===== src/rtl/mini_src_pkg.sv =====
// Shared Mini-SRC definitions: datapath width, ALU opcodes and the
// multiply/divide sequencer state type.
package mini_src_pkg;

    localparam int WIDTH = 32;

    // ALU opcodes. Mul and Div are handled by muldiv_seq; the rest by alu_32.
    localparam logic [4:0] OP_ADD  = 5'b00011;
    localparam logic [4:0] OP_SUB  = 5'b00100;
    localparam logic [4:0] OP_SHR  = 5'b00101;
    localparam logic [4:0] OP_SHRA = 5'b00110;
    localparam logic [4:0] OP_SHL  = 5'b00111;
    localparam logic [4:0] OP_ROR  = 5'b01000;
    localparam logic [4:0] OP_ROL  = 5'b01001;
    localparam logic [4:0] OP_AND  = 5'b01010;
    localparam logic [4:0] OP_OR   = 5'b01011;
    localparam logic [4:0] OP_MUL  = 5'b01110;
    localparam logic [4:0] OP_DIV  = 5'b01111;

    typedef enum logic [2:0] {
        IDLE = 3'd0,
        PREP = 3'd1,
        CALC = 3'd2,
        FIX  = 3'd3,
        DONE = 3'd4
    } muldiv_state_t;

    // True for the two opcodes the multiply/divide unit accepts.
    function automatic logic is_muldiv_op(input logic [4:0] op);
        return (op == OP_MUL) || (op == OP_DIV);
    endfunction

endpackage


===== src/rtl/muldiv_seq_if.sv =====
// Request/result bundle between the control unit and the multiply/divide unit.
interface muldiv_seq_if #(
    parameter int WIDTH = mini_src_pkg::WIDTH
);
    logic             start;
    logic [4:0]       opcode;
    logic [WIDTH-1:0] A;
    logic [WIDTH-1:0] B;
    logic             busy;
    logic             done;
    logic             div_by_zero;
    logic [WIDTH-1:0] HI;
    logic [WIDTH-1:0] LO;

    modport master (
        output start, opcode, A, B,
        input  busy, done, div_by_zero, HI, LO
    );

    modport slave (
        input  start, opcode, A, B,
        output busy, done, div_by_zero, HI, LO
    );
endinterface


===== src/rtl/muldiv_seq_neg_cond.sv =====
// Conditional two's-complement negation, used both to take operand
// magnitudes and to re-apply the result sign.
module neg_cond #(
    parameter int N = 32
) (
    input  logic [N-1:0] value,
    input  logic         neg,
    output logic [N-1:0] result
);

    assign result = neg ? (~value + {{(N-1){1'b0}}, 1'b1}) : value;

endmodule


===== src/rtl/muldiv_seq.sv =====
// Iterative signed multiply/divide unit producing the HI/LO pair for the
// Mini-SRC mul and div instructions. Works on magnitudes for 32 cycles and
// fixes the sign at the end.
module muldiv_seq
    import mini_src_pkg::*;
#(
    parameter int WIDTH = mini_src_pkg::WIDTH
) (
    input  logic         clock,
    input  logic         clear,
    muldiv_seq_if.slave  bus
);

    muldiv_state_t      state;
    logic               is_div;
    logic               sign_q;
    logic               sign_r;
    logic [WIDTH-1:0]   a_lat;
    logic [WIDTH-1:0]   b_lat;
    logic [WIDTH-1:0]   operand;
    logic [2*WIDTH-1:0] acc;
    logic [WIDTH-1:0]   rem;
    logic [WIDTH-1:0]   quo;
    logic [5:0]         count;

    logic               busy_q;
    logic               done_q;
    logic               dbz_q;
    logic [WIDTH-1:0]   hi_q;
    logic [WIDTH-1:0]   lo_q;

    logic [WIDTH-1:0]   a_abs;
    logic [WIDTH-1:0]   b_abs;
    logic [2*WIDTH-1:0] prod_fix;
    logic [WIDTH-1:0]   quo_fix;
    logic [WIDTH-1:0]   rem_fix;

    logic [WIDTH:0]     mul_sum;
    logic [WIDTH:0]     div_shift;
    logic [WIDTH:0]     div_diff;

    localparam logic [5:0] LAST_ITER = 6'(WIDTH - 1);

    // Operand magnitudes; the most negative value maps to 2^(WIDTH-1) unsigned.
    neg_cond #(.N(WIDTH)) u_abs_a (
        .value  (a_lat),
        .neg    (a_lat[WIDTH-1]),
        .result (a_abs)
    );

    neg_cond #(.N(WIDTH)) u_abs_b (
        .value  (b_lat),
        .neg    (b_lat[WIDTH-1]),
        .result (b_abs)
    );

    // Sign fix of the full product and of quotient/remainder independently.
    neg_cond #(.N(2*WIDTH)) u_fix_prod (
        .value  (acc),
        .neg    (sign_q),
        .result (prod_fix)
    );

    neg_cond #(.N(WIDTH)) u_fix_quo (
        .value  (quo),
        .neg    (sign_q),
        .result (quo_fix)
    );

    neg_cond #(.N(WIDTH)) u_fix_rem (
        .value  (rem),
        .neg    (sign_r),
        .result (rem_fix)
    );

    // Shift-add partial sum keeps its carry so it can land in bit 63 after the shift.
    assign mul_sum   = {1'b0, acc[2*WIDTH-1:WIDTH]} + {1'b0, operand};

    // Restoring-division trial step; the top bit of the difference is the borrow.
    assign div_shift = {rem, quo[WIDTH-1]};
    assign div_diff  = div_shift - {1'b0, operand};

    // Sequencer, iteration datapath and registered outputs.
    always_ff @(posedge clock or negedge clear) begin
        if (!clear) begin
            state   <= IDLE;
            is_div  <= 1'b0;
            sign_q  <= 1'b0;
            sign_r  <= 1'b0;
            a_lat   <= '0;
            b_lat   <= '0;
            operand <= '0;
            acc     <= '0;
            rem     <= '0;
            quo     <= '0;
            count   <= '0;
            busy_q  <= 1'b0;
            done_q  <= 1'b0;
            dbz_q   <= 1'b0;
            hi_q    <= '0;
            lo_q    <= '0;
        end else begin
            case (state)
                IDLE, DONE: begin
                    done_q <= 1'b0;
                    if (bus.start && is_muldiv_op(bus.opcode)) begin
                        state  <= PREP;
                        busy_q <= 1'b1;
                        dbz_q  <= 1'b0;
                        is_div <= (bus.opcode == OP_DIV);
                        a_lat  <= bus.A;
                        b_lat  <= bus.B;
                        sign_q <= bus.A[WIDTH-1] ^ bus.B[WIDTH-1];
                        sign_r <= bus.A[WIDTH-1];
                    end else begin
                        state <= IDLE;
                    end
                end

                PREP: begin
                    if (is_div && (b_lat == '0)) begin
                        state  <= DONE;
                        busy_q <= 1'b0;
                        done_q <= 1'b1;
                        dbz_q  <= 1'b1;
                        hi_q   <= a_lat;
                        lo_q   <= '1;
                    end else begin
                        state <= CALC;
                        count <= '0;
                        if (is_div) begin
                            operand <= b_abs;
                            rem     <= '0;
                            quo     <= a_abs;
                        end else begin
                            operand <= a_abs;
                            acc     <= {{WIDTH{1'b0}}, b_abs};
                        end
                    end
                end

                CALC: begin
                    if (is_div) begin
                        if (div_diff[WIDTH]) begin
                            rem <= div_shift[WIDTH-1:0];
                            quo <= {quo[WIDTH-2:0], 1'b0};
                        end else begin
                            rem <= div_diff[WIDTH-1:0];
                            quo <= {quo[WIDTH-2:0], 1'b1};
                        end
                    end else if (acc[0]) begin
                        acc <= {mul_sum, acc[WIDTH-1:1]};
                    end else begin
                        acc <= {1'b0, acc[2*WIDTH-1:1]};
                    end

                    if (count == LAST_ITER) begin
                        state <= FIX;
                    end else begin
                        count <= count + 6'd1;
                    end
                end

                FIX: begin
                    state  <= DONE;
                    busy_q <= 1'b0;
                    done_q <= 1'b1;
                    if (is_div) begin
                        hi_q <= rem_fix;
                        lo_q <= quo_fix;
                    end else begin
                        hi_q <= prod_fix[2*WIDTH-1:WIDTH];
                        lo_q <= prod_fix[WIDTH-1:0];
                    end
                end

                default: begin
                    state  <= IDLE;
                    busy_q <= 1'b0;
                    done_q <= 1'b0;
                end
            endcase
        end
    end

    assign bus.busy        = busy_q;
    assign bus.done        = done_q;
    assign bus.div_by_zero = dbz_q;
    assign bus.HI          = hi_q;
    assign bus.LO          = lo_q;

endmodule


===== src/flat_wrapper.sv =====
// flat-port wrapper written by rule: the top's interface ports become plain ports
module muldiv_seq_flat import mini_src_pkg::*;
#(
    parameter int WIDTH = mini_src_pkg::WIDTH
)
  (clock, clear, bus_start, bus_opcode, bus_A, bus_B, bus_busy, bus_done, bus_div_by_zero, bus_HI, bus_LO);
  muldiv_seq_if #(.WIDTH(WIDTH)) bus_i ();
  input  logic clock;
  input  logic clear;
  input wire logic [$bits(bus_i.start)-1:0] bus_start;
  input wire logic [$bits(bus_i.opcode)-1:0] bus_opcode;
  input wire logic [$bits(bus_i.A)-1:0] bus_A;
  input wire logic [$bits(bus_i.B)-1:0] bus_B;
  output wire logic [$bits(bus_i.busy)-1:0] bus_busy;
  output wire logic [$bits(bus_i.done)-1:0] bus_done;
  output wire logic [$bits(bus_i.div_by_zero)-1:0] bus_div_by_zero;
  output wire logic [$bits(bus_i.HI)-1:0] bus_HI;
  output wire logic [$bits(bus_i.LO)-1:0] bus_LO;
  assign bus_i.start = bus_start;
  assign bus_i.opcode = bus_opcode;
  assign bus_i.A = bus_A;
  assign bus_i.B = bus_B;
  assign bus_busy = bus_i.busy;
  assign bus_done = bus_i.done;
  assign bus_div_by_zero = bus_i.div_by_zero;
  assign bus_HI = bus_i.HI;
  assign bus_LO = bus_i.LO;
  muldiv_seq #(.WIDTH(WIDTH)) u_core (.clock(clock), .clear(clear), .bus(bus_i));
endmodule

===== config.mk =====
export PLATFORM = sky130hd
export DESIGN_NAME = muldiv_seq_flat
export DESIGN_NICKNAME = d
export VERILOG_FILES = /design/src/rtl/mini_src_pkg.sv /design/src/rtl/muldiv_seq_if.sv /design/src/rtl/muldiv_seq_neg_cond.sv /design/src/rtl/muldiv_seq.sv /design/src/flat_wrapper.sv
export SDC_FILE = /design/constraint.sdc
export NUM_CORES = 1
export LEC_CHECK = 0
export ABC_AREA = 0
export BUFFER_PORTS_ARGS = -buffer_cell sky130_fd_sc_hd__buf_2
export CAP_MARGIN = 20
export CORE_UTILIZATION = 35
export CTS_CLUSTER_DIAMETER = 60
export DETAILED_ROUTE_END_ITERATION = 12
export GPL_TIMING_DRIVEN = 0
export SYNTH_ARGS = -nofsm -noshare
export SYNTH_HDL_FRONTEND = slang
export SYNTH_SLANG_ARGS = --single-unit

===== constraint.sdc =====
create_clock -name clock -period 4.2 [get_ports clock]
set_input_delay 0.42 -clock clock [delete_from_list [all_inputs] [get_ports clock]]
set_output_delay 0.42 -clock clock [all_outputs]
set_load 0.005 [all_outputs]

# Word-level counts from Yosys, hierarchy flattened
# Index checks and enable logic that the tools add are counted.
word_totals:
  output_inout_bits: 67
  input_bits: 72
  reg_bits: 303
  word_cells: 107
classes:
  n_eq_ne: 16
  mux: 41
  addsub: 8
  bitwise_logic: 8
  n_reduce_logical: 18
ops:
  columns: ["operator", "count"]
  rows:
  - ["$mux W32", 16]
  - ["$mux W64", 5]
  - ["$pmux W32 S2", 4]
  - ["$add A32 B1 Y32 const B", 4]
  - ["$not A32 Y32", 4]
  - ["$pmux W64 S2", 1]
  - ["$add A64 B1 Y64 const B", 1]
  - ["$not A64 Y64", 1]
  - ["$add A32 B32 Y33", 1]
  - ["$sub A33 B32 Y33", 1]
  - ["$logic_not A32 Y1", 1]
  - ["$mux W6", 2]
  - ["$pmux W3 S4", 1]
  - ["$pmux W6 S2", 1]
  - ["$eq A5 B4 Y1 const B", 2]
  - ["$ne A2 B1 Y1 const B", 5]
  - ["$reduce_and A3 Y1", 3]
  - ["$ne A2 B2 Y1 const B", 4]
  - ["$reduce_and A2 Y1", 4]
  - ["$reduce_and A4 Y1", 2]
  - ["$add A6 B1 Y6 const B", 1]
  - ["$eq A3 B2 Y1 const B", 2]
  - ["$eq A6 B5 Y1 const B", 1]
  - ["$mux W1", 6]
  - ["12 further kinds", 18]

# Depth between registers and ports, before layout
# Gate-level depths: netlist of the first run.
logic_depth:
  word_depth: 6
  ltp_mapped: 14
  mapped_depth_nobuf: 12

# Modules after synthesis
# From an unflattened synthesis of the first run, not the netlist that was laid out.
unflattened:
  hier_cells: 2339
  hier_area_um2: 21608.2
modules_own_cells:
  columns: ["mod", "cells_per_inst", "seq_area_each_um2", "area_per_inst_um2", "n_inst"]
  rows:
  - ["muldiv_seq", 1737, 7557.2, 16851.2, 1]
  - ["neg_cond (u_core.u_abs_a ...)", 99, 0.0, 777.0, 4]
  - ["neg_cond (u_core.u_fix_prod)", 206, 0.0, 1649.1, 1]

# Worst setup path after synthesis of the first run
# No wires, ideal clock.
synth_path:
  kind: "register to register"
  startpoint: "register u_core.rem[12]"
  endpoint: "register u_core.rem[17]"
  path_slack_ns: 0.732
  setup_ns: 0.137
  required_time_ns: 4.063
  path_buffers: 3
  synth_period_minus_slack_ns: 3.468
  arrival_ns: 3.332
  path_stages_with_launch: 14
  path_cell_list: "dfrtp_1 > ha_1 > clkbuf_1 > nand4_1 > or3_1 > a31oi_1 > o21ai_0 > a21oi_1 > and4b_1 > a211o_1 > clkbuf_1 > clkbuf_1 > mux2i_1 > o21ai_0"
synth_between:
  elab_chain_len: 4
synth_rtl:
  columns: ["element", "line_no", "source"]
  rows:
  - ["start: declaration", "muldiv_seq.sv:22", "logic [WIDTH-1:0] rem;"]
  - ["start signal: assignment", "muldiv_seq.sv:145", "rem <= div_shift[WIDTH-1:0];"]
  - ["start signal: assignment", "muldiv_seq.sv:148", "rem <= div_diff[WIDTH-1:0];"]
  - ["$sub A33 B32 Y33", "muldiv_seq.sv:81", "assign div_diff = div_shift - {1'b0, operand};"]
  - ["$mux W32", "muldiv_seq.sv:144", "if (div_diff[WIDTH]) begin"]
  - ["$mux W32", "muldiv_seq.sv:143", "if (is_div) begin"]
  - ["$pmux W32 S2", "muldiv_seq.sv:103", "case (state)"]
# Every way passes these cells. The select of a mux whose other input is x is not followed.
# A chain may end at the register's enable or synchronous reset.

# Final worst setup path of the first run
layout_path:
  startpoint: "register u_core.acc[0]"
  endpoint: "register u_core.hi_q[24], in the netlist u_core.bus.HI[24]"
layout_between:
  elab_chain_len: 5
layout_rtl:
  columns: ["element", "line_no", "source"]
  rows:
  - ["start: declaration", "muldiv_seq.sv:21", "logic [2*WIDTH-1:0] acc;"]
  - ["start signal: assignment", "muldiv_seq.sv:137", "acc <= {{WIDTH{1'b0}}, b_abs};"]
  - ["start signal: assignment", "muldiv_seq.sv:152", "acc <= {mul_sum, acc[WIDTH-1:1]};"]
  - ["start signal: assignment", "muldiv_seq.sv:154", "acc <= {1'b0, acc[2*WIDTH-1:1]};"]
  - ["$not A64 Y64", "muldiv_seq_neg_cond.sv:11", "assign result = neg ? (~value + {{(N-1){1'b0}}, 1'b1}) : value;"]
  - ["$add A64 B1 Y64", "muldiv_seq_neg_cond.sv:11", null]
  - ["$mux W64", "muldiv_seq_neg_cond.sv:11", null]
  - ["$mux W32", "muldiv_seq.sv:168", "if (is_div) begin"]
  - ["$pmux W32 S2", "muldiv_seq.sv:103", null]
  - ["end signal: assignment", "muldiv_seq.sv:126", "hi_q <= a_lat;"]
  - ["end signal: assignment", "muldiv_seq.sv:169", "hi_q <= rem_fix;"]
  - ["end signal: assignment", "muldiv_seq.sv:172", "hi_q <= prod_fix[2*WIDTH-1:WIDTH];"]
  - ["end: declaration", "muldiv_seq.sv:29", "logic [WIDTH-1:0] hi_q;"]
# Every way passes these cells.

==> out/qor.yml, run 1 <==
synth_most_common_cell: "dfrtp_1"
max_slew_margin_pct: 18.46
slew_violations: 0
power_frac_clock_pct: 24.5
criticalPathCategory: "flop to flop"
yosysTopAreaCellShare_pct: 37.21
fin_skew_ns: 0.03541
netlist_area_um2: 20310
io_buffer_count: 138
numCtsBuffers: 42
cp_max_fo: 13
synth-edff-count: 0
yosysTopAreaCell: "dfrtp_1"
yosys.area_share.simple_pct: 15.43
startpoint_type: "flop"
synth_flop_cell: "dfrtp_1"
ir_worst_vdd_mv: 0.3748
first_global_vias: 18960
clkLatencyLatePin_ns: 0.60
crit_chain: "clkinvlp_4, ha_1, nand3b_1, nor4_1, nand4b_1, a311oi_1, o22ai_1, nor3_1"
syn-num-nets: 2473
antenna_cells: 0
critPathMaxStageDelay_ns: 0.82
hold_depth: 2
grt_max_degree: 117
synth_fa_ha_area_share_pct: 4.509
syn2layout_area_growth_pct: 16.05
leakagePower_nw: 10.31
p_seq_share_pct: 29.2
die_y_um: 242.9
synth-xor-area-share_pct: 9.789
grt_overflow: 0
vias: 20020
gr-usage-all-layers_pct: 29.52
drtIter0Drc: 2611
routed_via_density: 6.057
synth-async-reset-ratio_pct: 100.0
synth_seq_cells: 302
drive_above_1_share_pct: 13.73
syn-mean-instance-area_um2: 8.721
path_clk_slew_ns: 0.06
postRouteAntennaNets: 0
arrival_ns: 4.57
ys_types: 81
swShare_pct: 45.61
finalCriticalPeriod_ns: 4.088
die_area_um2: 59000
fmaxAchievable_mhz: 244.6
cts_root_buf: "clkbuf_16"
timing.final.crit_share_pct: 97.34
yosysSeqAreaShare_pct: 37.21
io_pins: 139
cts_tree: "yes"
synth-compound-area-share_pct: 23.64
rsz0062_at_grt: "false"
drc_errors: 0
synth_top_family_by_area: "compound AO/OA/AOI/OAI gates"
wl_per_cell_um: 26.89
whs_ns: 0.04824
core_area_um2: 56820
synth_mux_area_share_pct: 5.433
cts_num_sinks: 302
slowest_stage: "a311oi_1"
clockBufferDepth: 3
cp.required_ns: 4.68
fp-row-count: 87
synthTopCellsByCount: "302 x dfrtp_1, 235 x nand2_1, 201 x o21ai_0, 191 x a21oi_1, 143 x nor2_1"
dp_hpwl_um: 69940
grt_first_pass_wirelength_um: 128800
postSynthCellCount: 2329
fillers: 5697
powerDensity_nw_per_um2: 664.6
antenna_found_initial: 2
p_sw_mw: 7.145
status: "completed"
p_comb_share_pct: 46.3
yosysWarnings: 0
hold_path.class: "primary input to flop"
gp_congestion: 0.9972
die_x_um: 242.9
end_kind: "flop"
post-route-util_pct: 41.48
p_int_mw: 8.521
num-nets-final: 2662
synth_area_leaders: "dfrtp_1 37%, xnor2_1 5.8%, o21ai_0 5.0%, a21oi_1 4.7%, nand2_1 4.3%"
setup_viol: 0
start_util_pct: 35.74
hold_viol: 0
routed_wl_um: 88900
rr_worst_depth: 8
tightest_slew_ns: 1.223
h-tree-depth: 2
dr.pass1.iters: 6
drv_cap: 0
-- through the flow --
step	power (mW)	setup TNS, ns	cell area (µm²)	instances	setup WS [ns]
after floorplan	8.932	0	20310	2329	0.7316
after global placement	11.43	-983.11	21950	3223	-3.281
after detailed placement	11.52	-12.13	22020	3226	-0.4617
after CTS	15.43	0	23520	3303	0.005326
after global routing	16.42	0	23570	3306	0.002062
final	15.67	0	23570	3306	0.1116
-- sequential cells by signal, indices dropped and copies added (netlist names) --
register / count
u_core.acc: 64
u_core.a_lat: 32
u_core.b_lat: 32
u_core.bus.HI: 32
u_core.bus.LO: 32
u_core.operand: 32
u_core.quo: 32
u_core.rem: 32
u_core.count: 6
u_core.state: 3
u_core.bus.busy: 1
u_core.bus.div_by_zero: 1
u_core.bus.done: 1
u_core.is_div: 1
u_core.sign_q: 1
-- area by class of cell --
class                      instances  area (µm²)  area share (%)
timing repair buffer             149       825.8           3.503
buffer                           134       560.5           2.378
clock buffer                      47        1101           4.671
multi-input combinational       1825       11970           50.80
tap                              756       945.9           4.013
sequential                       302        7557           32.06
inverter                          64       244.0           1.035
clock inverter                    29       362.8           1.539
-- worst max-delay path, delay by kind of cell (launching register included) --
family	cells	cell delay [ns]
AO/OA/AOI/OAI	2	1.06
adder cells (fa/ha/maj)	1	0.27
buffers and inverters	1	0.36
flip-flops	1	0.67
AND/OR/NAND/NOR	4	1.59
-- power by group through the flow --
stage / Combinational (mW) / Clock (mW) / Sequential [mW]
after global placement: 6.88 / 0 / 4.55
after global routing: 7.79 / 3.99 / 4.63
final: 7.26 / 3.83 / 4.57
after CTS: 7.04 / 3.89 / 4.51
after floorplan: 4.77 / 0 / 4.16
after detailed placement: 6.96 / 0 / 4.56
-- routing by layer --
layer  share of wire, %  vias to the layer above  GRT usage (%)
met5                  0                        -              0
met4                5.0                        0          14.02
met3                9.8                      177          5.927
met2                 42                     1082          43.22
met1                 43                     9820          41.45
li1                   -                     8945              -
-- layout by cell type, fill, tap and decap left out, drive strengths merged, types with 8 or more instances in the layout --
cell and n:
a32oi 18, clkbuf 153, nand3 44, dfrtp 302, o22a 10, o22ai 69
o31ai 55, nand2 239, nand4 17, o221ai 8, o41ai 22, a22oi 17
o211ai 25, mux2i 36, nor2b 14, and3 15, nor4 20, xor2 93
buf 176, xnor2 134, o21a 14, a211oi 12, clkinv 12, mux2 64
a31oi 18, ha 70, or4 23, nand2b 16, a21o 21, nor2 145
nor3 48, o21bai 11, or2 12, o21ai 228, a21oi 191, or3 43
inv 70
-- path summary, 6_finish.rpt --
| path | startpoint | to | slack [ns] |
|---|---|---|---|
| max in group asynchronous | clear | u_core.bus.LO[16] | 2.29 |
| setup reg to reg | u_core.acc[0] | u_core.bus.HI[24] | 0.11 |
| hold / removal | bus_A[25] | u_core.a_lat[25] | 0.05 |
| hold reg to reg | u_core.bus.done | u_core.bus.done | 0.49 |
| setup / recovery | u_core.acc[0] | u_core.bus.HI[24] | 0.11 |
| min in group asynchronous | clear | u_core.rem[7] | 0.39 |
-- repair_timing --
action,in CTS,in global routing
pin swaps,2,0
setup buffers,2,5
setup endpoints to repair,58,59
hold buffers,1,0
hold endpoints to repair,78,0
gates resized for setup,6,16
-- kinds of logic (layout without fill, tap and decap cells) --
logic type,count (synthesis),after routing
fa+ha+maj,72,72
buf+inv,202,423
mux,101,101
xor+xnor,227,227
flops,302,302
simple gates,651,651
compound gates,774,774
(Power assumes the default switching activity.)
==> inputs of run 2 (changes only) <==
==> constraint.sdc (replaced) <==
create_clock -name clock -period 4.3 [get_ports clock]
set_input_delay 0.43 -clock clock [delete_from_list [all_inputs] [get_ports clock]]
set_output_delay 0.43 -clock clock [all_outputs]
set_load 0.005 [all_outputs]
==> out/qor.yml, run 2 (synthesis gave the netlist of run 1 again) <==
status: "completed"
setup_viol: 0
r2r_end: "u_core.operand[2]"
p_seq_share_pct: 29.2
start_util_pct: 35.74
die_area_um2: 59000
fin_skew_ns: 0.03344
hp-start: "bus_A[25]"
largest_reg_flops: 64
r2r_start: "u_core.b_lat[0]"
leakagePower_nw: 10.27
whs_ns: 0.05829
critPathMaxStageDelay_ns: 0.73
io_buffer_count: 138
clockBufferDepth: 3
crit_cells: 12
vias: 20040
ir_worst_vdd_mv: 0.3668
swShare_pct: 45.70
wl_per_cell_um: 27.01
fillers: 5696
final_common_cell: "dfrtp_1"
startpoint_type: "flop"
crit_chain: "inv_1, ha_1, or3b_2, or3_1, or2_2, clkbuf_1, nor4_4, buf_4, nor3_2, clkbuf_1, clkbuf_1, o21ai_0"
end_kind: "flop"
die_y_um: 242.9
setup_ws_ns: 0.07267
power_frac_clock_pct: 24.5
criticalPathCategory: "flop to flop"
numCtsBuffers: 42
syn2layout_area_growth_pct: 15.81
core_area_um2: 56820
grt_max_degree: 117
rsz0062_at_grt: "false"
dp_hpwl_um: 69940
routed_via_density: 6.068
rr_worst_depth: 12
post-route-cell-area_um2: 23520
cts_root_buf: "clkbuf_16"
hold_viol: 0
instances_no_fill: 3302
antenna_found_initial: 2
slew_violations: 0
fp-row-count: 87
dr.pass1.iters: 6
placed_area_um2: 22020
io_pins: 139
dp.cells: 3226
multi_input_area_um2: 11960
grt_first_pass_wirelength_um: 128900
cts_num_sinks: 302
p_sw_mw: 6.990
cp.required_ns: 4.72
cp_top_family: "buffers and inverters"
cp_max_fo: 10
routed_wl_um: 89180
p_int_mw: 8.305
h-tree-depth: 2
drv_cap: 0
gp_congestion: 0.9972
hold_depth: 2
r2r_slack_ns: 0.07
drc_errors: 0
hold_path.class: "primary input to flop"
clkLatencyLatePin_ns: 0.60
drive_above_1_share_pct: 13.39
max_slew_margin_pct: 14.77
num-nets-final: 2658
antenna_cells: 0
final_cell_mix: "302 x dfrtp_1, 235 x nand2_1, 200 x o21ai_0"
dp_slack_ns: -0.3617
fmaxAchievable_mhz: 236.6
finalCriticalPeriod_ns: 4.227
arrival_ns: 4.64
gr-usage-all-layers_pct: 29.55
hold_end: "u_core.a_lat[25]"
p_comb_share_pct: 46.2
timing.final.crit_share_pct: 98.31
slowest_stage: "clkbuf_1"
grt_overflow: 0
die_x_um: 242.9
largest-register: "u_core.acc"
critPathBufInv: 5
drtIter0Drc: 2383
cpMostUsedCell: "clkbuf_1"
path_clk_slew_ns: 0.06
seqCellArea_um2: 7557
first_global_vias: 18910
postRouteAntennaNets: 0
p_total_mw: 15.30
powerDensity_nw_per_um2: 650.2
tightest_slew_ns: 1.278
cts_tree: "yes"
run 2: worst max-delay path by stage:
stage	slack (ns)	startpoint	endpoint
after floorplan	0.83	u_core.rem[12]	u_core.rem[17]
after global placement	-3.19	clear	u_core.bus.LO[3]
after detailed placement	-0.36	u_core.operand[0]	u_core.rem[31]
after CTS	0.01	u_core.operand[0]	u_core.rem[31]
after global routing	0.02	u_core.b_lat[0]	u_core.operand[24]
final	0.07	u_core.b_lat[0]	u_core.operand[2]
run 2: layout make-up:
cell class,instances,area share [%]
multi-input cells,1825,50.85
clock buffers,47,4.681
repair buffers,144,3.351
inverters,64,1.037
flip-flops and latches,302,32.13
plain buffers,135,2.388
well taps,756,4.021
clock inverters,29,1.543
run 2: what timing repair did:
action	in CTS	in global routing
endpoints found under the setup margin	45	30
endpoints found under the hold margin	78	0
buffers inserted	2	0
resized for setup	4	6
hold buffers	1	0
pin swaps	1	0
run 2: power groups by stage:
stage	combinational [mW]	sequential (mW)	clock, mW
after CTS	6.85	4.41	3.80
after floorplan	4.66	4.07	0
after global routing	7.59	4.52	3.90
after global placement	6.72	4.44	0
final	7.07	4.47	3.75
after detailed placement	6.80	4.45	0
run 2: metal layers:
| metal | track usage, % | vias up | routed length (µm) |
|---|---|---|---|
| met4 | 13.93 | 0 | 4365 |
| met5 | 0 | - | 0 |
| met1 | 41.49 | 9868 | 38540 |
| met3 | 5.971 | 164 | 8595 |
| li1 | - | 8935 | - |
| met2 | 43.25 | 1069 | 37680 |
run 2: per-stage QoR:
| step | utilization [%] | setup TNS, ns |
|---|---|---|
| after detailed placement | 38.75 | -7.284 |
| after global placement | 38.62 | -951.97 |
| after floorplan | - | 0 |
| after CTS | 41.38 | 0 |
| final | 41.40 | 0 |
| after global routing | 41.40 | 0 |
==> inputs of run 3 (changes only) <==
--- a/config.mk
+++ b/config.mk
@@ -8,10 +8,13 @@
 export ABC_AREA = 0
 export BUFFER_PORTS_ARGS = -buffer_cell sky130_fd_sc_hd__buf_2
 export CAP_MARGIN = 20
-export CORE_UTILIZATION = 35
+export CELL_PAD_IN_SITES_DETAIL_PLACEMENT = 0
+export CELL_PAD_IN_SITES_GLOBAL_PLACEMENT = 1
+export CORE_UTILIZATION = 30
 export CTS_CLUSTER_DIAMETER = 60
 export DETAILED_ROUTE_END_ITERATION = 12
 export GPL_TIMING_DRIVEN = 0
+export PLACE_DENSITY_LB_ADDON = 0.1
 export SYNTH_ARGS = -nofsm -noshare
 export SYNTH_HDL_FRONTEND = slang
 export SYNTH_SLANG_ARGS = --single-unit
==> out/qor.yml, run 3 (synthesis gave the netlist of run 1 again) <==
status: "completed"
drive_above_1_share_pct: 13.91
end_kind: "flop"
postRouteAntennaNets: 0
ir_worst_vdd_mv: 0.3815
grt_first_pass_wirelength_um: 136900
slew_violations: 0
gp_congestion: 0.9884
p_comb_share_pct: 46.1
fmaxAchievable_mhz: 239.0
p_total_mw: 15.93
instances_no_fill: 3434
dp_slack_ns: -0.6725
syn2layout_area_growth_pct: 17.90
arrival_ns: 4.69
setup_ws_ns: 0.1160
cts_root_buf: "clkbuf_16"
cts_num_sinks: 302
hold_viol: 0
vias: 19880
post-route-cell-area_um2: 23950
fillers: 7065
r2r_end: "u_core.bus.HI[24]"
hold_depth: 2
gr-usage-all-layers_pct: 27.84
p_seq_share_pct: 28.2
die_x_um: 262.2
numCtsBuffers: 47
leakagePower_nw: 10.40
r2r_start: "u_core.acc[0]"
die_y_um: 262.2
hold_end: "u_core.b_lat[26]"
dr.pass1.iters: 6
routed_via_density: 5.789
start_util_pct: 30.30
wl_per_cell_um: 28.23
placed_area_um2: 22200
p_int_mw: 8.640
io_pins: 139
cts_tree: "yes"
finalCriticalPeriod_ns: 4.184
power_frac_clock_pct: 25.7
cp.required_ns: 4.81
grt_max_degree: 116
final_common_cell: "dfrtp_1"
path_clk_slew_ns: 0.06
p_sw_mw: 7.295
clockBufferDepth: 3
num-nets-final: 2667
fin_setup_tns_ns: 0
startpoint_type: "flop"
h-tree-depth: 2
final_cell_mix: "302 x dfrtp_1, 234 x nand2_1, 200 x o21ai_0"
r2r_slack_ns: 0.12
largest-register: "u_core.acc"
tightest_slew_ns: 1.112
core_area_um2: 67040
max_slew_margin_pct: 25.84
drv_cap: 0
whs_ns: 0.04410
fin_skew_ns: 0.04319
powerDensity_nw_per_um2: 665.4
dp.cells: 3344
post-route-util_pct: 35.72
dp_hpwl_um: 76890
hold_path.class: "primary input to flop"
swShare_pct: 45.78
setup_viol: 0
first_global_vias: 18660
rr_worst_depth: 8
grt_overflow: 0
drc_errors: 0
antenna_found_initial: 3
routed_wl_um: 96940
cp_max_fo: 13
io_buffer_count: 138
fp-row-count: 95
timing.final.crit_share_pct: 97.30
die_area_um2: 68750
criticalPathCategory: "flop to flop"
drtIter0Drc: 2152
rsz0062_at_grt: "false"
clkLatencyLatePin_ns: 0.62
largest_reg_flops: 64
hp-start: "bus_B[26]"
run 3: critical path: stages, from the launching register on:
cell and delay [ns]:
dfrtp_1 0.68, clkinvlp_4 0.29, ha_1 0.28, nand3b_1 0.22, nor4_1 0.77, nand4b_1 0.51, a311oi_1 0.85, o22ai_1 0.24
nor3_1 0.21
run 3: layout make-up:
type	instances	area (µm²)	share of cell area, %
Clock buffer	64	1351	5.643
Antenna cell	1	2.502	0.01045
Tap cell	873	1092	4.562
Multi-Input combinational cell	1825	11980	50.04
Sequential cell	302	7557	31.56
Timing Repair Buffer	149	849.6	3.548
Buffer	134	558.0	2.330
Inverter	64	244.0	1.019
Clock inverter	22	307.8	1.285
run 3: timing repair:
| item | CTS | global route |
|---|---|---|
| setup endpoints to repair | 49 | 69 |
| hold buffers | 1 | 0 |
| endpoints found under the hold margin | 96 | 0 |
| setup buffers | 3 | 2 |
| gates resized for setup | 7 | 6 |
| pin swaps | 1 | 1 |
run 3: metal layers:
metal	GRT usage, %	share of wire (%)	vias to the layer above
li1	-	-	8942
met1	40.76	47	9994
met2	41.09	43	803
met3	4.967	7.4	140
met4	8.783	3.3	0
met5	0	0	-
run 3: how the worst max path moves through the flow:
| stage | from | to | slack [ns] | depth (start not counted) |
|---|---|---|---|---|
| final | u_core.acc[0] | u_core.bus.HI[24] | 0.12 | 8 |
| after global routing | u_core.quo[31] | u_core.rem[31] | 0.0006 | 14 |
| after CTS | u_core.acc[0] | u_core.bus.HI[6] | 0.02 | 11 |
| after detailed placement | u_core.rem[12] | u_core.rem[31] | -0.67 | 13 |
| after global placement | clear | u_core.a_lat[17] | -3.55 | 1 |
| after floorplan | u_core.rem[12] | u_core.rem[17] | 0.83 | 13 |
run 3: power groups by stage:
stage	clock network [mW]	registers [mW]	logic, mW
after floorplan	0	4.07	4.66
after global placement	0	4.48	7.07
after detailed placement	0	4.49	7.10
after CTS	4.18	4.44	7.19
after global routing	4.30	4.56	7.92
final	4.10	4.49	7.34
